**src/rtl/alu_pkg.sv**
```systemverilog
// Shared types and constants for the rv_alu datapath block.
package alu_pkg;

  localparam int XLEN = 32;

  typedef enum logic [2:0] {
    ALU_ADD  = 3'b000,
    ALU_SUB  = 3'b001,
    ALU_AND  = 3'b010,
    ALU_OR   = 3'b011,
    ALU_XOR  = 3'b100,
    ALU_SLT  = 3'b101,
    ALU_SLTU = 3'b110,
    ALU_SLL  = 3'b111
  } alu_op_e;

  // Ops that need the adder in subtract mode (difference or compare).
  function automatic logic op_is_sub(input alu_op_e op);
    return (op == ALU_SUB) || (op == ALU_SLT) || (op == ALU_SLTU);
  endfunction

endpackage

```
**src/rtl/alu_addsub.sv**
```systemverilog
// Shared 33-bit add/subtract unit; feeds ADD, SUB and both compares.
module alu_addsub
  import alu_pkg::*;
(
  input  logic [XLEN-1:0] a,
  input  logic [XLEN-1:0] b,
  input  logic            sub,
  output logic [XLEN-1:0] sum,
  output logic            borrow,
  output logic            signed_lt
);

  logic [XLEN-1:0] b_eff;
  logic [XLEN:0]   total;
  logic            carry;
  logic            ovf;

  // a - b is formed as a + ~b + 1 so one carry chain serves both modes.
  assign b_eff = b ^ {XLEN{sub}};
  assign total = {1'b0, a} + {1'b0, b_eff} + {{XLEN{1'b0}}, sub};
  assign sum   = total[XLEN-1:0];
  assign carry = total[XLEN];

  // In subtract mode a missing carry-out means a < b unsigned.
  assign borrow = ~carry;

  assign ovf       = (a[XLEN-1] == b_eff[XLEN-1]) && (sum[XLEN-1] != a[XLEN-1]);
  assign signed_lt = sum[XLEN-1] ^ ovf;

endmodule

```
**src/rtl/rv_alu.sv**
```systemverilog
// 32-bit integer ALU with zero flag. Define ALU_REG_OUT_EN for a 1-cycle
// registered output stage; otherwise the block is purely combinational.
module rv_alu #(
  parameter int XLEN = 32
) (
  input  logic            clk,
  input  logic            rst_n,
  input  logic [XLEN-1:0] rs1,
  input  logic [XLEN-1:0] rs2,
  input  logic [2:0]      ctrl,
  output logic [XLEN-1:0] rd,
  output logic            z
);

  import alu_pkg::*;

  alu_op_e         op;
  logic            sub;
  logic [XLEN-1:0] sum;
  logic            borrow;
  logic            signed_lt;
  logic [XLEN-1:0] rd_c;
  logic            z_c;

  assign op  = alu_op_e'(ctrl);
  assign sub = op_is_sub(op);

  alu_addsub u_addsub (
    .a         (rs1),
    .b         (rs2),
    .sub       (sub),
    .sum       (sum),
    .borrow    (borrow),
    .signed_lt (signed_lt)
  );

  always_comb begin
    rd_c = sum;
    case (op)
      ALU_ADD:  rd_c = sum;
      ALU_SUB:  rd_c = sum;
      ALU_AND:  rd_c = rs1 & rs2;
      ALU_OR:   rd_c = rs1 | rs2;
      ALU_XOR:  rd_c = rs1 ^ rs2;
      ALU_SLT:  rd_c = {{(XLEN-1){1'b0}}, signed_lt};
      ALU_SLTU: rd_c = {{(XLEN-1){1'b0}}, borrow};
      ALU_SLL:  rd_c = rs1 << rs2[4:0];
      default:  rd_c = sum;
    endcase
  end

  assign z_c = (rd_c == '0);

`ifdef ALU_REG_OUT_EN
  logic [XLEN-1:0] rd_q;
  logic            z_q;

  // Reset value keeps z consistent with rd == 0.
  always_ff @(posedge clk or negedge rst_n) begin
    if (!rst_n) begin
      rd_q <= '0;
      z_q  <= 1'b1;
    end else begin
      rd_q <= rd_c;
      z_q  <= z_c;
    end
  end

  assign rd = rd_q;
  assign z  = z_q;
`else
  logic unused_clk_rst;
  assign unused_clk_rst = &{1'b0, clk, rst_n};

  assign rd = rd_c;
  assign z  = z_c;
`endif

endmodule

```
**config.mk**
```make
export PLATFORM = sky130hd
export DESIGN_NAME = rv_alu
export DESIGN_NICKNAME = d
export VERILOG_FILES = /design/src/rtl/alu_pkg.sv /design/src/rtl/alu_addsub.sv /design/src/rtl/rv_alu.sv
export SDC_FILE = /design/constraint.sdc
export NUM_CORES = 1
export LEC_CHECK = 0
export ABC_CLOCK_PERIOD_IN_PS = 6630
export CAP_MARGIN = 5
export CORE_MARGIN = 2
export CORE_UTILIZATION = 35
export DETAILED_ROUTE_END_ITERATION = 8
export PLACE_DENSITY = 0.59
export SYNTH_ARGS = -nofsm -noshare
export SYNTH_HDL_FRONTEND = slang
export SYNTH_HIERARCHICAL = 1
export SYNTH_SLANG_ARGS = --single-unit
```
**constraint.sdc**
```tcl
create_clock -name vclk -period 6.63
set_clock_uncertainty 0.2 [all_clocks]
set_input_delay 1.326 -clock vclk [all_inputs]
set_output_delay 1.326 -clock vclk [all_outputs]
set_load 0.01 [all_outputs]
```
== Yosys cells after proc, flatten, opt, wreduce, memory -nomap -nowiden ==
Cells that the tools add are included.

* Add/subtract/negate cells: 2
* Eq/ne operators: 9
* Shift operators: 1
* Muxes and demuxes: 1
* Bitwise operators: 6
* Reduce and logical (&&, ||, !) cells: 6

{| class="wikitable"
|+ Operators with widths
! kind !! count
|-
| one-hot mux 32 bit (7 select lines) || 1
|-
| bitwise XOR 32 bit || 2
|-
| adder 32 x 32 -> 33 bit || 1
|-
| adder 33 x 1 -> 33 bit || 1
|-
| bitwise AND 32 bit || 1
|-
| logical NOT 32 bit || 1
|-
| bitwise OR 32 bit || 1
|-
| << shifter 32 x 5 -> 32 bit || 1
|-
| equality test 3 bit (second input constant) || 4
|-
| equality test 3 x 2 -> 1 bit (second input constant) || 2
|-
| equality test 3 x 1 -> 1 bit (second input constant) || 1
|-
| logical NOT 3 bit || 1
|-
| logical OR 1 bit || 2
|-
| OR reduction 2 bit || 1
|-
| equality test 1 bit || 1
|-
| logical AND 1 bit || 1
|-
| inequality test 1 bit || 1
|-
| inverter 1 bit || 1
|-
| bitwise XOR 1 bit || 1
|}

* Bits in registers: 0
* Input port bits: 69
* Output and inout bits: 33
* Word-level logic and storage cells: 25

== Longest topological paths before layout ==
Gate-level depths: netlist of the first run.

* Depth in word-level cells: 11
* Gate-level depth with buffers: 24
* Gate-level depth less buffers: 19

== Modules after synthesis ==
Netlist of the first run, hierarchy kept.

{| class="wikitable"
|+ By module, submodules not included
! module !! times used !! cells an instance !! area an instance (um^2) !! sequential area each (um^2)
|-
| rv_alu || 1 || 544 || 4161.5 || 0.0
|-
| alu_addsub || 1 || 305 || 2182.1 || 0.0
|}

== Least setup slack after synthesis of the first run ==
Ideal clock, no wire load.

* Kind: in2out
* Start point: input port ctrl[1]
* End point: output port z
* Arrival time: 5.703 ns
* Required time: 5.104 ns
* Path slack: -0.599 ns
* Stages: 21
* Buffers on the path: 5
* Cell sequence: clkbuf_1 -> clkbuf_1 -> clkbuf_1 -> nand3_1 -> o21ai_0 -> buf_2 -> clkbuf_1 -> xor2_1 -> ha_1 -> a211oi_1 -> o21ai_0 -> o211ai_1 -> nand2_1 -> a31oi_1 -> o21bai_1 -> xor2_1 -> o32ai_1 -> o221ai_1 -> a2111o_1 -> or4_1 -> nor4_2

* Elaborated cells on any way between the ends: 21
* Classes of those cells: add/sub: 2; eq/ne: 9; mux: 1; bitwise: 3; reduce/logical: 6

{| class="wikitable"
|+ RTL lines
! item !! RTL line !! source
|-
| start, declared || rv_alu.sv:10 || <nowiki>input logic [2:0] ctrl,</nowiki>
|-
| equality test 3 x 1 -> 1 bit or equality test 3 bit (tied branches) || alu_pkg.sv:19 || <nowiki>return (op == ALU_SUB) || (op == ALU_SLT) || (op == ALU_SLTU);</nowiki>
|-
| logical OR 1 bit || alu_pkg.sv:19 ||
|-
| logical OR 1 bit * || alu_pkg.sv:19 ||
|-
| net sub || rv_alu.sv:18 || <nowiki>logic sub;</nowiki>
|-
| bitwise XOR 32 bit || alu_addsub.sv:19 || <nowiki>assign b_eff = b ^ {XLEN{sub}};</nowiki>
|-
| adder 32 x 32 -> 33 bit || alu_addsub.sv:20 || <nowiki>assign total = {1'b0, a} + {1'b0, b_eff} + {{XLEN{1'b0}}, sub};</nowiki>
|-
| adder 33 x 1 -> 33 bit * || alu_addsub.sv:20 ||
|-
| net sum[17] || rv_alu.sv:19 || <nowiki>logic [XLEN-1:0] sum;</nowiki>
|-
| one-hot mux 32 bit (7 select lines) * || rv_alu.sv:39 || <nowiki>case (op)</nowiki>
|-
| net rd[17] || rv_alu.sv:11 || <nowiki>output logic [XLEN-1:0] rd,</nowiki>
|-
| logical NOT 32 bit * || rv_alu.sv:52 || <nowiki>assign z_c = (rd_c == '0);</nowiki>
|-
| end, declared || rv_alu.sv:12 || <nowiki>output logic z</nowiki>
|}

Mark *: on every way through the listed nets, which the timed path passes. The rest lies on a longest branch.

== Final worst setup path of the first run ==
* Start point: input port ctrl[0]
* End point: output port z

* Elaborated cells on any way between the ends: 21
* Classes of those cells: add/sub: 2; eq/ne: 9; mux: 1; bitwise: 3; reduce/logical: 6

{| class="wikitable"
|+ RTL lines
! item !! RTL line
|-
| equality test 3 x 1 -> 1 bit or equality test 3 bit (tied branches) || alu_pkg.sv:19
|-
| logical OR 1 bit || alu_pkg.sv:19
|-
| logical OR 1 bit * || alu_pkg.sv:19
|-
| net sub || rv_alu.sv:18
|-
| bitwise XOR 32 bit || alu_addsub.sv:19
|-
| adder 32 x 32 -> 33 bit || alu_addsub.sv:20
|-
| adder 33 x 1 -> 33 bit * || alu_addsub.sv:20
|-
| net sum[17] || rv_alu.sv:19
|-
| one-hot mux 32 bit (7 select lines) * || rv_alu.sv:39
|-
| logical NOT 32 bit * || rv_alu.sv:52
|}

Marks and branches as above.

==> results of run 1 <==
what timing repair did:
item / CTS / global route
gates resized for setup: 40 / 24
buffers inserted: 5 / 3
endpoints found under the hold margin: 0 / 0
pin swaps: 15 / 16
endpoints found under the setup margin: 18 / 13
routing by layer:
metal,part of all wire,vias to the layer above,global-route usage
met5,0,-,0
met4,0.013,0,0.0191
met3,0.087,24,0.0349
met2,0.45,343,0.397
met1,0.45,3529,0.352
li1,-,3643,-
power groups by stage:
stage	Combinational (µW)	Sequential, µW	Clock, µW
floorplan	541	0	0
global placement	1000	0	0
detailed placement	1010	0	0
CTS	1040	0	0
global route	1160	0	0
finish	1070	0	0
cells in the final DEF (no fill, tap or decap), drive strengths merged, types with 11 or more instances in the layout:
master / Yosys / final
inv: 84 / 84
a31oi: 15 / 15
a21o: 12 / 12
nor2: 56 / 56
buf: 25 / 219
a21oi: 57 / 57
xnor2: 18 / 18
o21bai: 11 / 11
clkdlybuf4s50: 0 / 93
o21ai: 46 / 46
a22oi: 20 / 20
nand3: 25 / 25
xor2: 40 / 40
nor2b: 11 / 11
nand2: 54 / 54
mux2i: 19 / 19
a211oi: 15 / 15
nand2b: 30 / 30
mux4: 31 / 31
nor3: 13 / 13
mux2: 11 / 11
ha: 99 / 99
through the flow:
stage | setup WS, ns | cell area [µm²] | cells | hold WS [ns] | TNS, ns
2_1_floorplan | 0.0127 | 6410 | 849 | 2.78 | 0
3_3_place_gp | -1.06 | 8940 | 1330 | 3.61 | -6.08
3_5_place_dp | -1.12 | 8940 | 1330 | 3.61 | -6.46
4_1_cts | -0.259 | 9110 | 1335 | 3.51 | -0.259
5_1_grt | -0.342 | 9240 | 1337 | 3.59 | -0.648
6_report | -0.163 | 9240 | 1337 | 3.51 | -0.163
final cells by class:
cell class / count / area [µm²]
inverter: 84 / 323
tap: 229 / 287
timing repair buffer: 313 / 2630
fill: 1785 / 8660
multi-input combinational: 711 / 6000
cells in the mapped netlist (12+ instances only):
library cell,instances,area share
mux2i_1,19,0.030
a21oi_1,55,0.043
buf_2,16,0.013
a31oi_1,14,0.014
clkbuf_1,29,0.017
nand3_1,25,0.020
a211oi_1,13,0.015
ha_1,99,0.20
nand2b_1,30,0.030
mux4_2,29,0.10
nand2_1,54,0.032
xnor2_1,18,0.025
xor2_1,40,0.055
a21o_1,12,0.014
nor3_1,13,0.010
a22oi_1,20,0.024
inv_1,78,0.046
o21ai_0,38,0.030
nor2_1,56,0.033
how the worst max path moves through the flow:
stage | startpoint | endpoint | slack [ns]
3_5_place_dp | ctrl[0] | z | -1.12
5_1_grt | ctrl[0] | z | -0.34
4_1_cts | ctrl[0] | z | -0.26
6_report | ctrl[0] | z | -0.16
2_1_floorplan | ctrl[1] | z | 0.01
3_3_place_gp | ctrl[0] | z | -1.06
cell families (layout without fill, tap and decap cells):
group / Yosys count / in the layout / share of synthesized area
AO/OA/AOI/OAI: 258 / 258 / 0.281
AND/OR/NAND/NOR: 234 / 234 / 0.189
buffers and inverters: 138 / 397 / 0.0909
adder cells (fa/ha/maj): 100 / 100 / 0.198
multiplexers: 61 / 61 / 0.161
XOR/XNOR: 58 / 58 / 0.0801
==> out/metrics.yaml, run 1 <==
timing:
  setup_ws_ns: -0.163
  slew_headroom: 0.471
  rsz0062_at_grt: "true"
  setup_viol: 1
  worst_slew_pin_slew_ns: 0.787
  slew_violations: 0
  finalCritPeriodShare: 1.02
  finalHoldViolations: 0
  min_period_ns: 6.79
  max_freq_ghz: 0.147
setup_path:
  path_class: "in2out"
  crit_buf_inv: 6
  cp_data_arrival_time_ns: 5.27
  slowest_delay_ns: 0.44
  crit_required_ns: 5.10
  slowest_stage: "or4_4"
  setup.worst_path.start_class: "input port"
  cp_top_family: "compound AO/OA/AOI/OAI gates"
  endpoint_kind: "primary output"
  cpMostUsedCell: "xor2_1"
  crit_chain: "buf_8, inv_8, nand3_4, o21ai_4, buf_12, buf_6, xor2_1, ha_2, a21oi_1, o211ai_1, buf_4, o21ai_1, nand2_1, a31oi_2, o21bai_1, xor2_1, o32ai_2, o221ai_2, a2111o_1, or4_4, nor4_4, buf_2"
  path_depth: 22
  path_max_fanout: 4
logic_synthesis:
  syn-instance-count: 849
  syn_area_mm2: 0.00634
  ys_seq_area_frac: 0
  synth_area_per_cell_um2: 7.47
  syn-num-nets: 1018
  synth_cell_types: 78
  yosys_warnings: 6
cells_and_area:
  drive_gt1_frac: 0.282
  fin_nets: 1279
  final_util: 0.516
  area_growth_syn_to_layout_pct: 45.7
  n_clock_buffer: 0
  diodes: 0
  register_area_um2: 0
  nFlopsAndLatches: 0
power_and_ir_drop:
  p_per_area_mw_per_mm2: 116
  p_sw_frac: 0.493
  p_leak_uw: 0.00426
  comb_power_share: 1.000
  internal_power_uw: 543
  seqPwrFrac: 0
  power_frac_clock: 0
  finalPower_uw: 1070
  p_sw_uw: 528
  vdd_ir_drop_max_mv: 0.0657
global_routing:
  grt_start_max_net_pins: 47
  grt_usage: 0.242
  antenna_found_initial: 0
  grt_pass1_vias: 7105
  grt_pass1_wl_um: 38600
  grt-ovfl-total: 0
job:
  maxCapViolCount: 0
detailed_routing:
  vias_per_cell: 5.64
  wl_per_cell_um: 18.3
  dr.pass1.iters: 5
  drcViolationCount: 0
  final_antenna_net_count: 0
  via_count: 7539
  drt_iter0_drc: 729
  wl_um: 24500
floorplan:
  io_pins: 102
  die_height_um: 139
  core_area_mm2: 0.0179
  die_w_um: 139
  initial_core_util: 0.354
  die-area_mm2: 0.0192
  rows: 49
worst_hold_path:
  hold_path.class: "in2out"
  min_path_cells: 5
  hp-start: "ctrl[1]"
  min_to: "rd[0]"
cts:
  hold_buffers: 0
placement:
  port_buffers: 100
  hpwlAfterDp_um: 19700
  place_congestion: 0.956
run_status:
  status: "finished, violations left"
  violations: "setup timing"
(Power assumes the default switching activity.)
==> run 2: changes to the inputs <==
--- a/config.mk
+++ b/config.mk
@@ -6,7 +6,6 @@
 export NUM_CORES = 1
 export LEC_CHECK = 0
 export ABC_CLOCK_PERIOD_IN_PS = 6630
-export CAP_MARGIN = 5
 export CORE_MARGIN = 2
 export CORE_UTILIZATION = 35
 export DETAILED_ROUTE_END_ITERATION = 8
==> results of run 2 <==
No change in the layout: final DEF, timing and power equal those of run 1.
